**src/rtl/lvda_phase_gen_if.sv**
```systemverilog
// Control/strobe bundle between the LVDA phase generator and its controller.
interface lvda_phase_gen_if;
    logic       HALT;
    logic       STEP;
    logic       RESYNC;
    logic       V1;
    logic       V4;
    logic       W3;
    logic       X3;
    logic       Y3;
    logic       Z1;
    logic [3:0] TICK;
    logic       READY;
    logic       HALTED;

    modport master (
        output HALT, STEP, RESYNC,
        input  V1, V4, W3, X3, Y3, Z1, TICK, READY, HALTED
    );

    modport slave (
        input  HALT, STEP, RESYNC,
        output V1, V4, W3, X3, Y3, Z1, TICK, READY, HALTED
    );
endinterface

```
**src/rtl/lvda_phase_gen.sv**
```systemverilog
// LVDA phase generator: tick counter with registered one-tick phase strobes,
// post-reset settle, boundary-aligned halt/single-step and resync.
module lvda_phase_gen #(
    parameter int TICKS  = 12,
    parameter int OFF_V1 = 0,
    parameter int OFF_W3 = 2,
    parameter int OFF_X3 = 4,
    parameter int OFF_Y3 = 6,
    parameter int OFF_Z1 = 8,
    parameter int OFF_V4 = 10,
    parameter int SETTLE = 4
) (
    input logic             SIM_CLK,
    input logic             SIM_RST,
    lvda_phase_gen_if.slave bus
);
    localparam int NUM_LANES = 6;
    localparam int SW = (SETTLE > 1) ? $clog2(SETTLE) : 1;
    localparam int OFFS [NUM_LANES] = '{OFF_V1, OFF_W3, OFF_X3, OFF_Y3, OFF_Z1, OFF_V4};
    localparam logic [3:0] LAST_TICK = 4'(TICKS - 1);

    if (TICKS < 8 || TICKS > 16) begin : g_bad_ticks
        $error("lvda_phase_gen: TICKS must be within 8..16");
    end
    for (genvar i = 0; i < NUM_LANES; i++) begin : g_chk
        if (OFFS[i] < 0 || OFFS[i] >= TICKS) begin : g_bad_off
            $error("lvda_phase_gen: strobe offset outside the phase cycle");
        end
        for (genvar j = i + 1; j < NUM_LANES; j++) begin : g_dup
            if (OFFS[i] == OFFS[j]) begin : g_bad_dup
                $error("lvda_phase_gen: strobe offsets must be distinct");
            end
        end
    end

    typedef enum logic [2:0] {SETTLE_S, RUN, HALTING, HALTED, STEPPING} state_t;

    state_t               state_q, state_d;
    logic [3:0]           tick_q, tick_d;
    logic [SW-1:0]        settle_q, settle_d;
    logic                 ready_q, ready_d;
    logic                 strobe_en;
    logic                 wrap;
    logic                 settle_done;
    logic [NUM_LANES-1:0] strobe_q;

    assign wrap        = (tick_q == LAST_TICK);
    assign settle_done = (int'(settle_q) >= SETTLE - 1);

    always_comb begin
        state_d   = state_q;
        tick_d    = wrap ? 4'd0 : tick_q + 4'd1;
        settle_d  = settle_q;
        ready_d   = ready_q;
        strobe_en = !bus.RESYNC &&
                    (state_q == RUN || state_q == HALTING || state_q == STEPPING);
        case (state_q)
            SETTLE_S: begin
                if (bus.RESYNC) begin
                    tick_d   = 4'd0;
                    settle_d = '0;
                end else if (wrap) begin
                    if (settle_done) begin
                        settle_d = '0;
                        ready_d  = 1'b1;
                        state_d  = bus.HALT ? HALTED : RUN;
                    end else begin
                        settle_d = settle_q + SW'(1);
                    end
                end
            end
            RUN: begin
                // Resync beats halt, but the halt request is still latched.
                if (bus.RESYNC) begin
                    tick_d = 4'd0;
                    if (bus.HALT) state_d = HALTING;
                end else if (bus.HALT) begin
                    state_d = wrap ? HALTED : HALTING;
                end
            end
            HALTING, STEPPING: begin
                if (bus.RESYNC) tick_d = 4'd0;
                else if (wrap)  state_d = HALTED;
            end
            HALTED: begin
                tick_d = 4'd0;
                if (!bus.HALT)     state_d = RUN;
                else if (bus.STEP) state_d = STEPPING;
            end
            default: begin
                state_d = SETTLE_S;
                tick_d  = 4'd0;
            end
        endcase
    end

    always_ff @(posedge SIM_CLK or posedge SIM_RST) begin
        if (SIM_RST) begin
            state_q  <= SETTLE_S;
            tick_q   <= 4'd0;
            settle_q <= '0;
            ready_q  <= 1'b0;
        end else begin
            state_q  <= state_d;
            tick_q   <= tick_d;
            settle_q <= settle_d;
            ready_q  <= ready_d;
        end
    end

    // Lane i strobes in the tick after the counter matches its offset.
    always_ff @(posedge SIM_CLK or posedge SIM_RST) begin
        if (SIM_RST) begin
            strobe_q <= '0;
        end else begin
            for (int i = 0; i < NUM_LANES; i++)
                strobe_q[i] <= strobe_en && (tick_q == 4'(OFFS[i]));
        end
    end

    assign bus.V1     = strobe_q[0];
    assign bus.W3     = strobe_q[1];
    assign bus.X3     = strobe_q[2];
    assign bus.Y3     = strobe_q[3];
    assign bus.Z1     = strobe_q[4];
    assign bus.V4     = strobe_q[5];
    assign bus.TICK   = tick_q;
    assign bus.READY  = ready_q;
    assign bus.HALTED = (state_q == HALTED);
endmodule

```
**src/flat_wrapper.sv**
```systemverilog
// flat-port wrapper written by rule: the top's interface ports become plain ports
module lvda_phase_gen_flat 
#(
    parameter int TICKS  = 12,
    parameter int OFF_V1 = 0,
    parameter int OFF_W3 = 2,
    parameter int OFF_X3 = 4,
    parameter int OFF_Y3 = 6,
    parameter int OFF_Z1 = 8,
    parameter int OFF_V4 = 10,
    parameter int SETTLE = 4
)
  (SIM_CLK, SIM_RST, bus_HALT, bus_STEP, bus_RESYNC, bus_V1, bus_V4, bus_W3, bus_X3, bus_Y3, bus_Z1, bus_TICK, bus_READY, bus_HALTED);
  lvda_phase_gen_if bus_i ();
  input logic SIM_CLK;
  input logic SIM_RST;
  input wire logic [$bits(bus_i.HALT)-1:0] bus_HALT;
  input wire logic [$bits(bus_i.STEP)-1:0] bus_STEP;
  input wire logic [$bits(bus_i.RESYNC)-1:0] bus_RESYNC;
  output wire logic [$bits(bus_i.V1)-1:0] bus_V1;
  output wire logic [$bits(bus_i.V4)-1:0] bus_V4;
  output wire logic [$bits(bus_i.W3)-1:0] bus_W3;
  output wire logic [$bits(bus_i.X3)-1:0] bus_X3;
  output wire logic [$bits(bus_i.Y3)-1:0] bus_Y3;
  output wire logic [$bits(bus_i.Z1)-1:0] bus_Z1;
  output wire logic [$bits(bus_i.TICK)-1:0] bus_TICK;
  output wire logic [$bits(bus_i.READY)-1:0] bus_READY;
  output wire logic [$bits(bus_i.HALTED)-1:0] bus_HALTED;
  assign bus_i.HALT = bus_HALT;
  assign bus_i.STEP = bus_STEP;
  assign bus_i.RESYNC = bus_RESYNC;
  assign bus_V1 = bus_i.V1;
  assign bus_V4 = bus_i.V4;
  assign bus_W3 = bus_i.W3;
  assign bus_X3 = bus_i.X3;
  assign bus_Y3 = bus_i.Y3;
  assign bus_Z1 = bus_i.Z1;
  assign bus_TICK = bus_i.TICK;
  assign bus_READY = bus_i.READY;
  assign bus_HALTED = bus_i.HALTED;
  lvda_phase_gen #(.TICKS(TICKS), .OFF_V1(OFF_V1), .OFF_W3(OFF_W3), .OFF_X3(OFF_X3), .OFF_Y3(OFF_Y3), .OFF_Z1(OFF_Z1), .OFF_V4(OFF_V4), .SETTLE(SETTLE)) u_core (.SIM_CLK(SIM_CLK), .SIM_RST(SIM_RST), .bus(bus_i));
endmodule
```
**config.mk**
```make
export PLATFORM = sky130hd
export DESIGN_NAME = lvda_phase_gen_flat
export DESIGN_NICKNAME = d
export VERILOG_FILES = /design/src/rtl/lvda_phase_gen_if.sv /design/src/rtl/lvda_phase_gen.sv /design/src/flat_wrapper.sv
export SDC_FILE = /design/constraint.sdc
export NUM_CORES = 1
export LEC_CHECK = 0
export CAP_MARGIN = 20
export CORE_ASPECT_RATIO = 1.75
export CORE_UTILIZATION = 25
export DETAILED_ROUTE_END_ITERATION = 6
export HOLD_SLACK_MARGIN = 0.06
export MAX_ROUTING_LAYER = met4
export PLACE_DENSITY = 0.54
export SETUP_SLACK_MARGIN = 0.3
export SLEW_MARGIN = 10
export SYNTH_ARGS = -nofsm -noshare
export SYNTH_HDL_FRONTEND = slang
export SYNTH_SLANG_ARGS = --single-unit
```
**constraint.sdc**
```tcl
create_clock -name SIM_CLK -period 1.3 [get_ports SIM_CLK]
set_clock_uncertainty 0.1 [all_clocks]
set_input_delay 0.195 -clock SIM_CLK [delete_from_list [all_inputs] [get_ports SIM_CLK]]
set_output_delay 0.195 -clock SIM_CLK [all_outputs]
set_load 0.05 [all_outputs]
```
==> impl_metrics.tcl <==
set metrics [dict create \
    ys_ff_latch 16 \
    finalSetupViolCount 14 \
    initial_core_util_pct 26.6 \
    crit_fanout 2 \
    diodes 0 \
    clock_latency_ps 250 \
    synth.top_cell.area_share_pct 47.3 \
    wirelength_microns 2360 \
    cellPowerDensity_nw_per_um2 971 \
    ys_seq_area_share_pct 47.3 \
    synth_ff_type "dfrtp_1" \
    drc 0 \
    cap_violations 0 \
    htree_levels 1 \
    synth_top_cell_by_area "dfrtp_1" \
    timing.final.hold_violations 0 \
    cp_num_buf_inv 1 \
    grt_pass1_vias 832 \
    timing.final.crit_share_pct 110 \
    r2r_setup_slack_ps -90 \
    p_leak_nw 0.704 \
    peakVddDrop_v 0.000497 \
    synth_edf_count 0 \
    gp_congestion 0.810 \
    synth_most_common_cell "dfrtp_1" \
    synth_warnings 0 \
    io_pins 17 \
    die-area_sq_um 3630 \
    io_buffers 16 \
    clk_pin_slew_ps 70 \
    root_buffer "clkbuf_8" \
    startpoint_type "flip-flop" \
    area_growth_pct 89.2 \
    synth_cell_types 34 \
    slew-limit-headroom_pct 78.5 \
    end_kind "primary output" \
    syn-mean-instance-area_sq_um 10.3 \
    regArea_sq_um 408 \
    multi_input_area_sq_um 498 \
    grt_pass1_wl_microns 3650 \
    worstPathArrival_ps 1130 \
    cp.required_ps 1000 \
    synthArstFlopShare_pct 100 \
    cp_top_family "flip-flops" \
    rsz0062_at_grt "true" \
    final_antenna_net_count 0 \
    path_cells "and2b_1, and2_4, buf_12" \
    grt_start_max_net_pins 17 \
    cts_tree "yes" \
    critPathMaxStageDelay_ps 400 \
    cts_max_path_buffers 2 \
    die_h_microns 78.9 \
    antenna_found_initial 0 \
    drive_above_1_share_pct 60.0 \
    postLayoutCellArea_sq_um 1600 \
    cts_sinks 16 \
    reg2reg_to "u_core.state_q[1]" \
    fin_util_pct 50.4 \
    routedWlPerCell_microns 13.6 \
    timing.rr.start "u_core.bus.TICK[1]" \
    hold_slack_ps 156 \
    worst_slew_pin_slew_ps 320 \
    min_path_type "in -> async" \
    yosys-top-cells-area "dfrtp_1, ha_1, nor2_1, inv_1, nor3_1" \
    syn-num-nets 91 \
    synth_cells 82 \
    dpl_cell_area_sq_um 1280 \
    setup_slack_ps -127 \
    violations "negative setup slack" \
    synth_area_sq_um 846 \
    max_freq_ghz 0.701 \
    fp.coreArea_sq_um 3180 \
    status "finished with violations" \
    first_pass_iters 3 \
    worstSetupPathType "reg -> out" \
    nFillCells 300 \
    die_w_microns 46.0 \
    via_per_inst 4.49 \
    vias 776 \
    hpwl_microns 1430 \
    fin_crit_ps 1430 \
    grt_usage_pct 14.3 \
    cts-buffers-inserted 3 \
    nNetsFinal 140 \
    synth_common_cells "dfrtp_1, nor2_1, inv_1" \
    drt_iter0_markers 12 \
    slew_viol_final 0 \
    slowest_stage "dfrtp_2" \
    rr_worst_depth 5 \
    num_rows 27 \
    overflow 0 \
]
cells in the final DEF (no fill, tap or decap), types with 3 or more instances in the layout:
cell type / Yosys / layout
inv_1: 6 / 4
clkdlybuf4s50_1: 0 / 4
buf_4: 0 / 18
buf_12: 0 / 12
clkbuf_8: 1 / 3
dfrtp_2: 0 / 6
nand2_1: 4 / 4
dfrtp_1: 16 / 10
o21ai_1: 2 / 5
nor2_2: 0 / 3
buf_6: 1 / 14
ha_1: 4 / 3
nor2_1: 10 / 6
metrics by stage:
step	TNS, ps	power, W	worst slack, ps	instances
after floorplan	-653	0.000864	-175	82
after global placement	-1200	0.00100	-195	152
after detailed placement	-1280	0.00102	-193	152
after CTS	-599	0.00147	-128	167
after global routing	-1640	0.00163	-161	173
final	-919	0.00155	-127	173
state kept, by name, summed over array words and instances, names as in the netlist:
register          flops
u_core.strobe_q       6
u_core.bus.TICK       4
u_core.state_q        3
u_core.settle_q       2
u_core.bus.READY      1
tightest hold or removal path, stage by stage:
cell	delay [ps]
clkdlybuf4s50_1	390
inv_1	50
buf_4	230
report_power, final:
part / switching [W] / internal (W)
Sequential: 0.0000362 / 0.000551
Clock: 0.000161 / 0.000216
Combinational: 0.000305 / 0.000284
Total: 0.000502 / 0.00105
how the worst max path moves through the flow:
stage / cells after the start / from / slack, ps / end
6_report: 3 / u_core.state_q[2] / -130 / bus_HALTED
5_1_grt: 3 / u_core.state_q[2] / -160 / bus_HALTED
4_1_cts: 3 / u_core.state_q[2] / -130 / bus_HALTED
3_5_place_dp: 5 / bus_RESYNC / -190 / u_core.state_q[0]
3_3_place_gp: 5 / bus_RESYNC / -190 / u_core.state_q[1]
2_1_floorplan: 5 / u_core.bus.TICK[1] / -170 / u_core.state_q[0]
metal layers:
metal,GRT usage (%),routed length (microns)
met1,13.4,821
met2,26.1,1390
met3,0.682,57
met4,9.41,86
met5,-,0
kinds of logic after synthesis:
logic type | Yosys count | share of synthesized area (%)
AOI/OAI and AO/OA | 16 | 12.3
xor gates and xnor gates | 2 | 2.07
adders and majority gates | 4 | 5.92
buffers and inverters | 10 | 6.80
DFF | 16 | 47.3
muxes | 1 | 1.18
and+or+nand+nor | 33 | 24.4
final cells by class:
type	count	share of cell area (%)
Clock buffer	4	2.81
Inverter	6	1.41
Tap cell	43	3.36
Multi-Input combinational cell	56	31.1
Timing Repair Buffer	48	35.8
Sequential cell	16	25.5
timing repair:
| action | 4_1_cts | 5_1_grt |
|---|---|---|
| setup endpoints to repair | 28 | 28 |
| hold buffers | 0 | 0 |
| resized for setup | 26 | 13 |
| buffers inserted | 11 | 6 |
| pin swaps | 15 | 6 |
(Power assumes the default switching activity.)
